### src/rtl/imm_gen_pipe.sv
// Pipelined RV32/RV64 immediate extender: combinational format decode feeding
// a registered output stage backed by a one-entry skid register.
module imm_gen_pipe #(
  parameter int XLEN  = 32,
  parameter int TAG_W = 32
) (
  input  logic             clk,
  input  logic             rst_n,
  input  logic             flush,
  input  logic             in_valid,
  output logic             in_ready,
  input  logic [31:7]      in_instr,
  input  logic [2:0]       in_imm_src,
  input  logic [TAG_W-1:0] in_tag,
  output logic             out_valid,
  input  logic             out_ready,
  output logic [XLEN-1:0]  out_imm,
  output logic [TAG_W-1:0] out_tag,
  output logic             out_illegal
);

  logic            sign;
  logic [XLEN-1:0] ext_imm;
  logic            ext_illegal;

  logic             main_valid;
  logic [XLEN-1:0]  main_imm;
  logic [TAG_W-1:0] main_tag;
  logic             main_illegal;

  logic             skid_valid;
  logic [XLEN-1:0]  skid_imm;
  logic [TAG_W-1:0] skid_tag;
  logic             skid_illegal;

  logic accept;
  logic pop;

  assign sign = in_instr[31];

  always_comb begin
    ext_imm     = '0;
    ext_illegal = 1'b0;
    case (in_imm_src)
      3'b000: ext_imm = {{(XLEN-12){sign}}, in_instr[31:20]};
      3'b001: ext_imm = {{(XLEN-12){sign}}, in_instr[31:25], in_instr[11:7]};
      3'b010: ext_imm = {{(XLEN-12){sign}}, in_instr[7], in_instr[30:25],
                         in_instr[11:8], 1'b0};
      // Replicating the sign over XLEN-31 bits covers bit 31 and, for RV64, bits 63:32.
      3'b011: ext_imm = {{(XLEN-31){sign}}, in_instr[30:12], 12'b0};
      3'b100: ext_imm = {{(XLEN-20){sign}}, in_instr[19:12], in_instr[20],
                         in_instr[30:21], 1'b0};
      3'b101: ext_imm = {{(XLEN-5){1'b0}}, in_instr[19:15]};
      3'b110: ext_imm = (XLEN == 64) ? {{(XLEN-6){1'b0}}, in_instr[25:20]}
                                     : {{(XLEN-5){1'b0}}, in_instr[24:20]};
      default: ext_illegal = 1'b1;
    endcase
  end

  assign in_ready    = ~skid_valid;
  assign accept      = in_valid & in_ready;
  assign pop         = main_valid & out_ready;
  assign out_valid   = main_valid;
  assign out_imm     = main_imm;
  assign out_tag     = main_tag;
  assign out_illegal = main_illegal;

  always_ff @(posedge clk or negedge rst_n) begin
    if (!rst_n) begin
      main_valid   <= 1'b0;
      main_imm     <= '0;
      main_tag     <= '0;
      main_illegal <= 1'b0;
      skid_valid   <= 1'b0;
      skid_imm     <= '0;
      skid_tag     <= '0;
      skid_illegal <= 1'b0;
    end else if (flush) begin
      main_valid <= 1'b0;
      skid_valid <= 1'b0;
    end else if (skid_valid) begin
      // FULL: input side is stalled, so only a pop can move data.
      if (pop) begin
        main_imm     <= skid_imm;
        main_tag     <= skid_tag;
        main_illegal <= skid_illegal;
        skid_valid   <= 1'b0;
      end
    end else if (main_valid && !pop) begin
      if (accept) begin
        skid_imm     <= ext_imm;
        skid_tag     <= in_tag;
        skid_illegal <= ext_illegal;
        skid_valid   <= 1'b1;
      end
    end else begin
      // Main stage is empty or draining this edge: reload it directly.
      main_valid <= accept;
      if (accept) begin
        main_imm     <= ext_imm;
        main_tag     <= in_tag;
        main_illegal <= ext_illegal;
      end
    end
  end

endmodule

### config.mk
export PLATFORM = sky130hd
export DESIGN_NAME = imm_gen_pipe
export DESIGN_NICKNAME = d
export VERILOG_FILES = /design/src/rtl/imm_gen_pipe.sv
export SDC_FILE = /design/constraint.sdc
export NUM_CORES = 1
export LEC_CHECK = 0
export ABC_AREA = 1
export BUFFER_PORTS_ARGS = -buffer_cell sky130_fd_sc_hd__buf_2
export CAP_MARGIN = 20
export CORE_UTILIZATION = 25
export CTS_CLUSTER_SIZE = 20
export DETAILED_ROUTE_END_ITERATION = 10
export GPL_TIMING_DRIVEN = 0
export SKIP_CTS_REPAIR_TIMING = 1
export SYNTH_ARGS = -nofsm -noshare
export SYNTH_HDL_FRONTEND = slang
export SYNTH_SLANG_ARGS = --single-unit
### constraint.sdc
create_clock -name clk -period 1.73 [get_ports clk]
set_input_delay 0.346 -clock clk [delete_from_list [all_inputs] [get_ports clk]]
set_output_delay 0.346 -clock clk [all_outputs]
set_load 0.1 [all_outputs]
==> impl_metrics.yaml, run 1 <==
power:
  leakage_nw: 4.53
  power_density_mw_per_mm2: 1650
  p_clk_share_pct: 26.0
  power.internal_mw: 7.05
  p_total_mw: 13.4
  ir_worst_vdd_uv: 963
  p_switching_mw: 6.34
  switching_share_pct: 47.3
  seq_power_share_pct: 34.1
  p_comb_share_pct: 39.8
synth:
  synth.ff_latch_count: 132
  synth_top_area_share_pct: 52.2
  synth_area_mm2: 0.00632
  synth_area_leaders: "dfrtp_1 52%, nand2_1 22%, o211ai_1 4.5%, o21ai_0 3.5%, inv_1 2.6%"
  synth_area_per_cell_um2: 8.07
  syn_nets: 848
  synth-seq-area-share_pct: 52.2
  synth.distinct_cells: 32
  syn_inst: 783
  yosys_warnings: 0
  synth_top_area_cell: "dfrtp_1"
route:
  post-route-drc-count: 0
  antenna_left: 0
  wl_met3_um: 1500
  drt_iter0_drc: 451
  wl_met1_um: 9060
  totalWireLength_um: 19400
  dr_total_vias: 5716
  routed-wl-met2_um: 8730
  vias_per_cell: 4.47
  drt_first_pass_iters: 5
  routed.top_layer: "met5"
  wl_per_cell_um: 15.2
die:
  ios: 132
  die_y_um: 161
  num_rows: 57
  start_util_pct: 25.8
  dieArea_mm2: 0.0259
  die_x_um: 161
  core_area_mm2: 0.0245
critical_path:
  crit_required_ns: 1.38
  r2r_cells: 6
  critical_path.most_common_cell: "buf_12"
  crit_slowest_cell: "dfrtp_2"
  critPathCaptureType: "primary output"
  crit_path_start_kind: "register"
  critPathKind: "reg2out"
  crit_family: "buffers and inverters"
  cp_slowest_stage_delay_ns: 0.43
  cp_data_arrival_time_ns: 1.38
  worstPathMaxFanout: 7
  path_cells: "inv_2 > buf_8 > buf_12 > buf_12"
  cp.depth: 4
  timing.critical_path.buf_inv: 4
cells_and_area:
  post-route-util_pct: 33.0
  nNetsFinal: 1007
  instances_no_fill: 1280
  area_growth_pct: 28.2
  fillers: 2616
  final_area_mm2: 0.00811
  drive_gt1_share_pct: 25.0
timing:
  clock_skew_ns: 0.00986
  max_slew_margin_pct: 55.5
  tightestPinTransition_ns: 0.667
  tns_ns: 0
  hold_viol_final: 0
  slew_violations: 0
  setup_viol: 0
  fmax_mhz: 580
  fin_crit_sh_pct: 99.7
  rsz0062_at_grt: "true"
  timing.hold.ws_ns: 0.191
  fin_ws_ns: 0.00548
  fin_crit_ns: 1.72
place:
  numPlacedInstances: 1239
  placed_area_mm2: 0.00742
  dp_slack_ns: -0.284
  gp_congestion: 0.892
  io_buffers: 131
  hpwl_um: 14100
grt:
  grt_start_max_net_pins: 83
  grt_pass1_wl_um: 31000
  grt_pass1_vias: 5565
  antenna_found_initial: 4
  grtUsageTotal_pct: 15.4
  grt_remaining_overflow: 0
run_status:
  outcome: "finished, final reports clean"
cts:
  clock_sinks: 132
  cts_made_buffers: 17
  cts_tree: "yes"
  cts_max_path_buffers: 2
  htree_levels: 4
  clock_latency_ns: 0.42
  clockRootBuffer: "clkbuf_16"
  path_clk_slew_ns: 0.06
job:
  maxCapViolations: 0
hold_path:
  hold_path_class: "in2reg"
  hold_depth: 3
cell usage after synthesis, drive strengths merged:
cell         instances
a21boi               1
a21oi                6
a22oi                1
a31oi                5
buf                 29
clkbuf              17
clkinv               1
dfrtp              132
dlygate4sd1          1
inv                 48
nand2              385
nand3               38
nand4                8
nor2                23
nor3                 1
o211ai              38
o21ai               49
worst paths after layout:
kind	from	endpoint	slack, ns
worst max-delay path	skid_valid$_DFF_PN0_	in_ready	0.005
worst min-delay path	in_tag[6]	skid_tag[6]$_DFFE_PN0P_	0.19
worst max register to register	skid_valid$_DFF_PN0_	out_illegal$_DFFE_PN0P_	0.10
worst min register to register	skid_imm[21]$_DFFE_PN0P_	skid_imm[21]$_DFFE_PN0P_	0.47
max in group asynchronous	rst_n	skid_valid$_DFF_PN0_	0.47
min in group asynchronous	rst_n	out_imm[11]$_DFFE_PN0P_	0.44
power by group through the flow:
stage	combinational (mW)	clock, mW	sequential [mW]
after floorplan	1.25	0	7.57
after global placement	5.29	0	4.58
after detailed placement	5.34	0	4.61
after CTS	5.35	3.58	4.57
after global routing	5.69	3.69	4.69
final	5.34	3.48	4.57
area by class of cell:
class	count	area, µm²	share of cell area (%)
Clock inverter	13	128	1.57
Inverter	49	189	2.33
Tap cell	324	405	5.00
Timing Repair Buffer	141	774	9.55
Sequential cell	132	3310	40.8
Buffer	46	340	4.20
Clock buffer	19	433	5.34
Multi-Input combinational cell	555	2530	31.2
Antenna cell	1	2.50	0.0309
worst reg2reg max path, stage by stage (launching register included):
cell and delay, ns:
dfrtp_2 0.43, inv_2 0.10, buf_4 0.14, clkbuf_1 0.47, o21ai_0 0.22, nand2_1 0.11
nand2_1 0.05
logic make-up (layout without fill, tap and decap cells):
kind of cell / after synthesis / count (layout) / share of synthesized area [%]
flops: 132 / 132 / 52.2
simple gates: 455 / 455 / 30.3
compound gates: 100 / 100 / 9.66
other cells: 0 / 1 / 0
buf+inv: 96 / 268 / 7.84
sequential cells by signal, summed over array words and instances, names as in the netlist:
| name | cells |
|---|---|
| skid_valid | 1 |
| out_valid | 1 |
| skid_illegal | 1 |
| out_imm | 32 |
| out_illegal | 1 |
| out_tag | 32 |
| skid_imm | 32 |
| skid_tag | 32 |
cell usage in the layout, fill, tap and decap left out, types with 2 or more instances in the layout:
master      netlist  routed
inv_2             4       4
nor2_4            2       2
dfrtp_1         132     130
nand3_1          27      27
clkbuf_16         0      17
clkbuf_8          5       5
buf_6             2       3
inv_1            44      44
o21ai_1           4       4
nor2_1           20      20
o211ai_1         38      38
a21oi_1           6       6
nand2_2          12      12
clkinvlp_4        0       3
dfrtp_2           0       2
buf_4             1       9
clkbuf_4          0       5
buf_2            23     145
buf_12            1       3
clkbuf_1         12      13
a31oi_1           5       5
o21ai_0          44      44
nand4_1           8       8
clkinv_4          1       5
inv_6             0       4
nand3_2          10      10
nand2_1         372     372
buf_8             1       2
metal layers:
metal | GRT usage, % | vias up
li1 | - | 2803
met1 | 21.3 | 2715
met3 | 4.73 | 15
met2 | 24.0 | 177
met5 | 0 | -
met4 | 2.62 | 6
Note: power is estimated with default switching activity, not from simulation.
==> run 2, diff against run 1 <==
--- a/config.mk
+++ b/config.mk
@@ -11,7 +11,6 @@
 export CORE_UTILIZATION = 25
 export CTS_CLUSTER_SIZE = 20
 export DETAILED_ROUTE_END_ITERATION = 10
-export GPL_TIMING_DRIVEN = 0
 export SKIP_CTS_REPAIR_TIMING = 1
 export SYNTH_ARGS = -nofsm -noshare
 export SYNTH_HDL_FRONTEND = slang
==> run 2 against run 1 <==
Clock power fell by 1%; global-route usage fell by 1.5 points; wire length fell by 11%; sequential share of layout area rose by 1.0 points; die area did not move; sequential cell count did not move; via count fell by 3.6%; clock skew rose by 0.0010 ns; register-to-register slack improved by 0.17 ns; maximum frequency rose by 4.2%; clock-buffer cell count fell by 1; combinational power fell by 2%; critical path type unchanged; largest cell class unchanged.
==> impl_metrics.yaml, run 2 (synthesis gave the netlist of run 1 again) <==
run_status:
  outcome: "finished, final reports clean"
route:
  totalWireLength_um: 17400
  vias_per_cell: 4.41
  routed.top_layer: "met5"
  wl_met3_um: 1250
  routed-wl-met2_um: 7650
  post-route-drc-count: 0
  drt_iter0_drc: 322
  drt_first_pass_iters: 5
  wl_per_cell_um: 13.9
  antenna_left: 0
  wl_met1_um: 8250
  dr_total_vias: 5511
timing:
  hold_viol_final: 0
  fin_crit_ns: 1.65
  fmax_mhz: 604
  rsz0062_at_grt: "false"
  tightestPinTransition_ns: 0.539
  fin_crit_sh_pct: 95.6
  max_slew_margin_pct: 64.3
  tns_ns: 0
  slew_violations: 0
  timing.hold.ws_ns: 0.170
  setup_viol: 0
  clock_skew_ns: 0.0109
die:
  dieArea_mm2: 0.0259
  start_util_pct: 25.8
  core_area_mm2: 0.0245
  num_rows: 57
  ios: 132
  die_x_um: 161
  die_y_um: 161
cells_and_area:
  drive_gt1_share_pct: 23.9
  final_common_cell: "nand2_1"
  layout_common_cells: "372 x nand2_1, 131 x dfrtp_1, 129 x buf_2"
  nNetsFinal: 974
  post-route-util_pct: 32.2
  area_growth_pct: 25.1
critical_path:
  crit_path_start_kind: "register"
  cp_slowest_stage_delay_ns: 0.45
  r2r_cells: 6
  regToRegStartpoint: "skid_valid$_DFF_PN0_"
  critPathCaptureType: "primary output"
  worstPathMaxFanout: 6
  path_cells: "clkinv_2 > buf_4"
  r2r_slack_ns: 0.27
  reg2reg_to: "out_imm[1]$_DFFE_PN0P_"
  crit_required_ns: 1.38
  crit_slowest_cell: "dfrtp_1"
  cp_data_arrival_time_ns: 1.31
  critPathKind: "reg2out"
grt:
  grt_pass1_vias: 5208
  grt_remaining_overflow: 0
  grtUsageTotal_pct: 13.9
  antenna_found_initial: 4
  grt_start_max_net_pins: 69
  grt_pass1_wl_um: 28300
hold_path:
  hold_path_class: "in2reg"
  hold_depth: 3
  worstHoldStart: "in_tag[2]"
  worstHoldEndpoint: "skid_tag[2]$_DFFE_PN0P_"
power:
  p_total_mw: 13.3
  power_density_mw_per_mm2: 1680
  leakage_nw: 4.41
  ir_worst_vdd_uv: 859
cts:
  htree_levels: 4
  clock_sinks: 132
  cts_tree: "yes"
  clock_latency_ns: 0.43
  path_clk_slew_ns: 0.07
  cts_max_path_buffers: 2
  clockRootBuffer: "clkbuf_16"
  cts_made_buffers: 17
place:
  hpwl_um: 12100
  io_buffers: 131
  gp_congestion: 0.848
job:
  maxCapViolations: 0
==> run 2: cell types whose count changed in the layout (fill, tap and decap cells not counted), sizes merged <==
cell | previous run | this run
diode | 1 | 4
buf | 164 | 153
inv | 52 | 54
dlygate4sd1 | 1 | 0
bufinv | 1 | 0
clkbuf | 40 | 18
clkinv | 6 | 4
clkinvlp | 3 | 5
==> run 2: worst max-delay path, delay by kind of cell (launching register included) <==
family,cells,cell delay (ns)
flops,1,0.45
buf+inv,2,0.43
==> run 2: worst max-delay path by stage <==
stage	start	endpoint	slack, ns	cells after the start
2_1_floorplan	out_valid$_DFFE_PN0P_	out_tag[19]$_DFFE_PN0P_	0.04	7
3_3_place_gp	in_imm_src[2]	out_imm[15]$_DFFE_PN0P_	0.21	8
5_1_grt	skid_valid$_DFF_PN0_	in_ready	0.01	2
6_report	skid_valid$_DFF_PN0_	in_ready	0.08	2
4_1_cts	skid_valid$_DFF_PN0_	in_ready	-0.12	2
3_5_place_dp	out_ready	skid_tag[22]$_DFFE_PN0P_	0.17	9
==> run 2: area by class of cell <==
| cell class | count | area [µm²] |
|---|---|---|
| antenna | 4 | 10.0 |
| clock buffer | 18 | 439 |
| clock inverter | 14 | 116 |
| fill | 2633 | 16600 |
| inverter | 49 | 190 |
| multi-input combinational | 555 | 2530 |
| sequential | 132 | 3300 |
| tap | 324 | 405 |
| timing repair buffer | 154 | 915 |
==> run 2: through the flow <==
| stage | cells | cell area, µm² | setup slack, ns |
|---|---|---|---|
| 5_1_grt | 1247 | 7900 | 0.0115 |
| 3_3_place_gp | 1213 | 7330 | 0.213 |
| 3_5_place_dp | 1213 | 7330 | 0.174 |
| 2_1_floorplan | 783 | 6320 | 0.0392 |
| 6_report | 1250 | 7910 | 0.0755 |
| 4_1_cts | 1245 | 7890 | -0.117 |
==> run 2: power breakdown <==
part | leakage [nW] | switching, mW | internal, mW
clock | 0.257 | 1.54 | 1.91
combinational | 2.48 | 4.29 | 0.935
sequential | 1.67 | 0.512 | 4.08
total | 4.41 | 6.34 | 6.92
==> run 2: per-layer routing <==
layer / up-vias / track usage [%]
li1: 2759 / -
met1: 2561 / 19.4
met2: 168 / 20.7
met3: 19 / 4.13
met4: 4 / 3.77
met5: - / 0
==> run 3, diff against run 2 <==
--- a/config.mk
+++ b/config.mk
@@ -8,6 +8,7 @@
 export ABC_AREA = 1
 export BUFFER_PORTS_ARGS = -buffer_cell sky130_fd_sc_hd__buf_2
 export CAP_MARGIN = 20
+export CORE_MARGIN = 5
 export CORE_UTILIZATION = 25
 export CTS_CLUSTER_SIZE = 20
 export DETAILED_ROUTE_END_ITERATION = 10
==> run 3 against run 2 <==
Setup slack worse by 0.027 ns; critical path depth up 1; die area up 10%; wire length up 4.9%; combinational power up 1%; critical endpoint unchanged.
==> impl_metrics.yaml, run 3 (synthesis gave the netlist of run 1 again) <==
run_status:
  outcome: "finished, final reports clean"
cts:
  htree_levels: 4
  path_clk_slew_ns: 0.07
  cts_tree: "yes"
  clock_sinks: 132
  clock_latency_ns: 0.42
  cts_max_path_buffers: 2
  clockRootBuffer: "clkbuf_16"
  cts_made_buffers: 17
place:
  hpwl_um: 12400
  io_buffers: 131
  gp_congestion: 0.848
critical_path:
  crit_path_start_kind: "register"
  reg2reg_to: "out_tag[18]$_DFFE_PN0P_"
  crit_family: "buffers and inverters"
  critical_path.most_common_cell: "buf_16"
  regToRegStartpoint: "skid_valid$_DFF_PN0_"
  path_cells: "clkinv_4 > buf_16 > buf_16"
  timing.critical_path.buf_inv: 3
  r2r_cells: 7
  critPathCaptureType: "primary output"
  r2r_slack_ns: 0.14
  crit_slowest_cell: "dfrtp_2"
  cp_slowest_stage_delay_ns: 0.43
  worstPathMaxFanout: 11
  cp_data_arrival_time_ns: 1.34
  critPathKind: "reg2out"
  crit_required_ns: 1.38
die:
  start_util_pct: 25.3
  num_rows: 58
  die_y_um: 169
  core_area_mm2: 0.0250
  dieArea_mm2: 0.0286
  ios: 132
  die_x_um: 169
grt:
  grt_pass1_vias: 5423
  antenna_found_initial: 5
  grt_remaining_overflow: 0
  grtUsageTotal_pct: 12.8
  grt_pass1_wl_um: 29200
  grt_start_max_net_pins: 74
cells_and_area:
  fillers: 2672
  final_common_cell: "nand2_1"
  register_area_mm2: 0.00331
  multi_input_area_mm2: 0.00253
  layout_common_cells: "372 x nand2_1, 130 x dfrtp_1, 129 x buf_2"
  drive_gt1_share_pct: 23.8
  area_growth_pct: 27.9
  post-route-util_pct: 32.3
  nNetsFinal: 974
power:
  p_switching_mw: 6.26
  power_density_mw_per_mm2: 1700
  power.internal_mw: 7.50
  leakage_nw: 4.50
  ir_worst_vdd_uv: 809
  p_total_mw: 13.8
  p_comb_share_pct: 38.4
  p_clk_share_pct: 28.0
  switching_share_pct: 45.5
  seq_power_share_pct: 33.6
timing:
  fmax_mhz: 595
  tightestPinTransition_ns: 0.533
  hold_viol_final: 0
  fin_crit_ns: 1.68
  setup_viol: 0
  clock_skew_ns: 0.00972
  max_slew_margin_pct: 64.7
  timing.hold.ws_ns: 0.188
  fin_crit_sh_pct: 97.2
  rsz0062_at_grt: "false"
  slew_violations: 0
route:
  antenna_left: 0
  totalWireLength_um: 18200
  dr_total_vias: 5505
  wl_per_cell_um: 14.5
  drt_first_pass_iters: 5
  drt_iter0_drc: 410
  post-route-drc-count: 0
  vias_per_cell: 4.39
hold_path:
  worstHoldStart: "in_tag[6]"
  hold_path_class: "in2reg"
  worstHoldEndpoint: "skid_tag[6]$_DFFE_PN0P_"
  hold_depth: 3
job:
  maxCapViolations: 0
## run 3: changes by cell type in the layout (fill, tap and decap cells not counted)
cell        previous run  this run
clkbuf_1               0         1
diode_2                4         2
buf_12                 6         8
buf_4                 17        11
clkbuf_16             17        19
dfrtp_1              131       130
dfrtp_2                1         2
bufinv_16              0         4
clkinvlp_4             5         2
inv_6                  7         1
clkinv_4               3         5
clkinv_2               1         2
buf_16                 0         2
## run 3: worst max-delay path by stage
stage | start | to | cells after the start
after floorplan | out_valid$_DFFE_PN0P_ | out_tag[19]$_DFFE_PN0P_ | 7
after global placement | out_ready | out_imm[25]$_DFFE_PN0P_ | 10
after detailed placement | flush | skid_tag[11]$_DFFE_PN0P_ | 7
after CTS | skid_valid$_DFF_PN0_ | in_ready | 3
after global routing | skid_valid$_DFF_PN0_ | in_ready | 3
final | skid_valid$_DFF_PN0_ | in_ready | 3
## run 3: power groups by stage
| stage | Combinational (mW) | Clock, mW | Sequential [mW] |
|---|---|---|---|
| after CTS | 5.32 | 3.94 | 4.61 |
| after global routing | 5.67 | 4.10 | 4.74 |
| after detailed placement | 5.31 | 0 | 4.64 |
| after global placement | 5.26 | 0 | 4.63 |
| after floorplan | 1.25 | 0 | 7.57 |
| final | 5.29 | 3.85 | 4.61 |
## run 3: final cells by class
| class | instances | share of cell area (%) |
|---|---|---|
| Sequential cell | 132 | 40.9 |
| Timing Repair Buffer | 154 | 12.6 |
| Antenna cell | 2 | 0.0619 |
| Inverter | 49 | 2.40 |
| Clock buffer | 19 | 5.48 |
| Multi-Input combinational cell | 555 | 31.3 |
| Clock inverter | 12 | 2.23 |
| Tap cell | 330 | 5.11 |
## run 3: per-stage QoR
| step | setup WS [ns] | cell area, µm² | cells | TNS, ns |
|---|---|---|---|---|
| 6_report | 0.0480 | 8090 | 1253 | 0 |
| 2_1_floorplan | 0.0392 | 6320 | 783 | 0 |
| 4_1_cts | -0.0801 | 7990 | 1247 | -0.0801 |
| 3_5_place_dp | 0.143 | 7370 | 1216 | 0 |
| 5_1_grt | 0.00422 | 8080 | 1252 | 0 |
| 3_3_place_gp | 0.166 | 7370 | 1216 | 0 |
## run 3: worst min-delay path: stages
cell,delay [ns]
buf_2,0.09
inv_1,0.05
o21ai_0,0.07
## run 3: per-layer routing
layer / share of wire [%] / track usage (%)
met1: 47 / 17.6
met2: 44 / 19.3
met3: 8.0 / 4.83
met4: 0.93 / 3.12
met5: 0.26 / 0
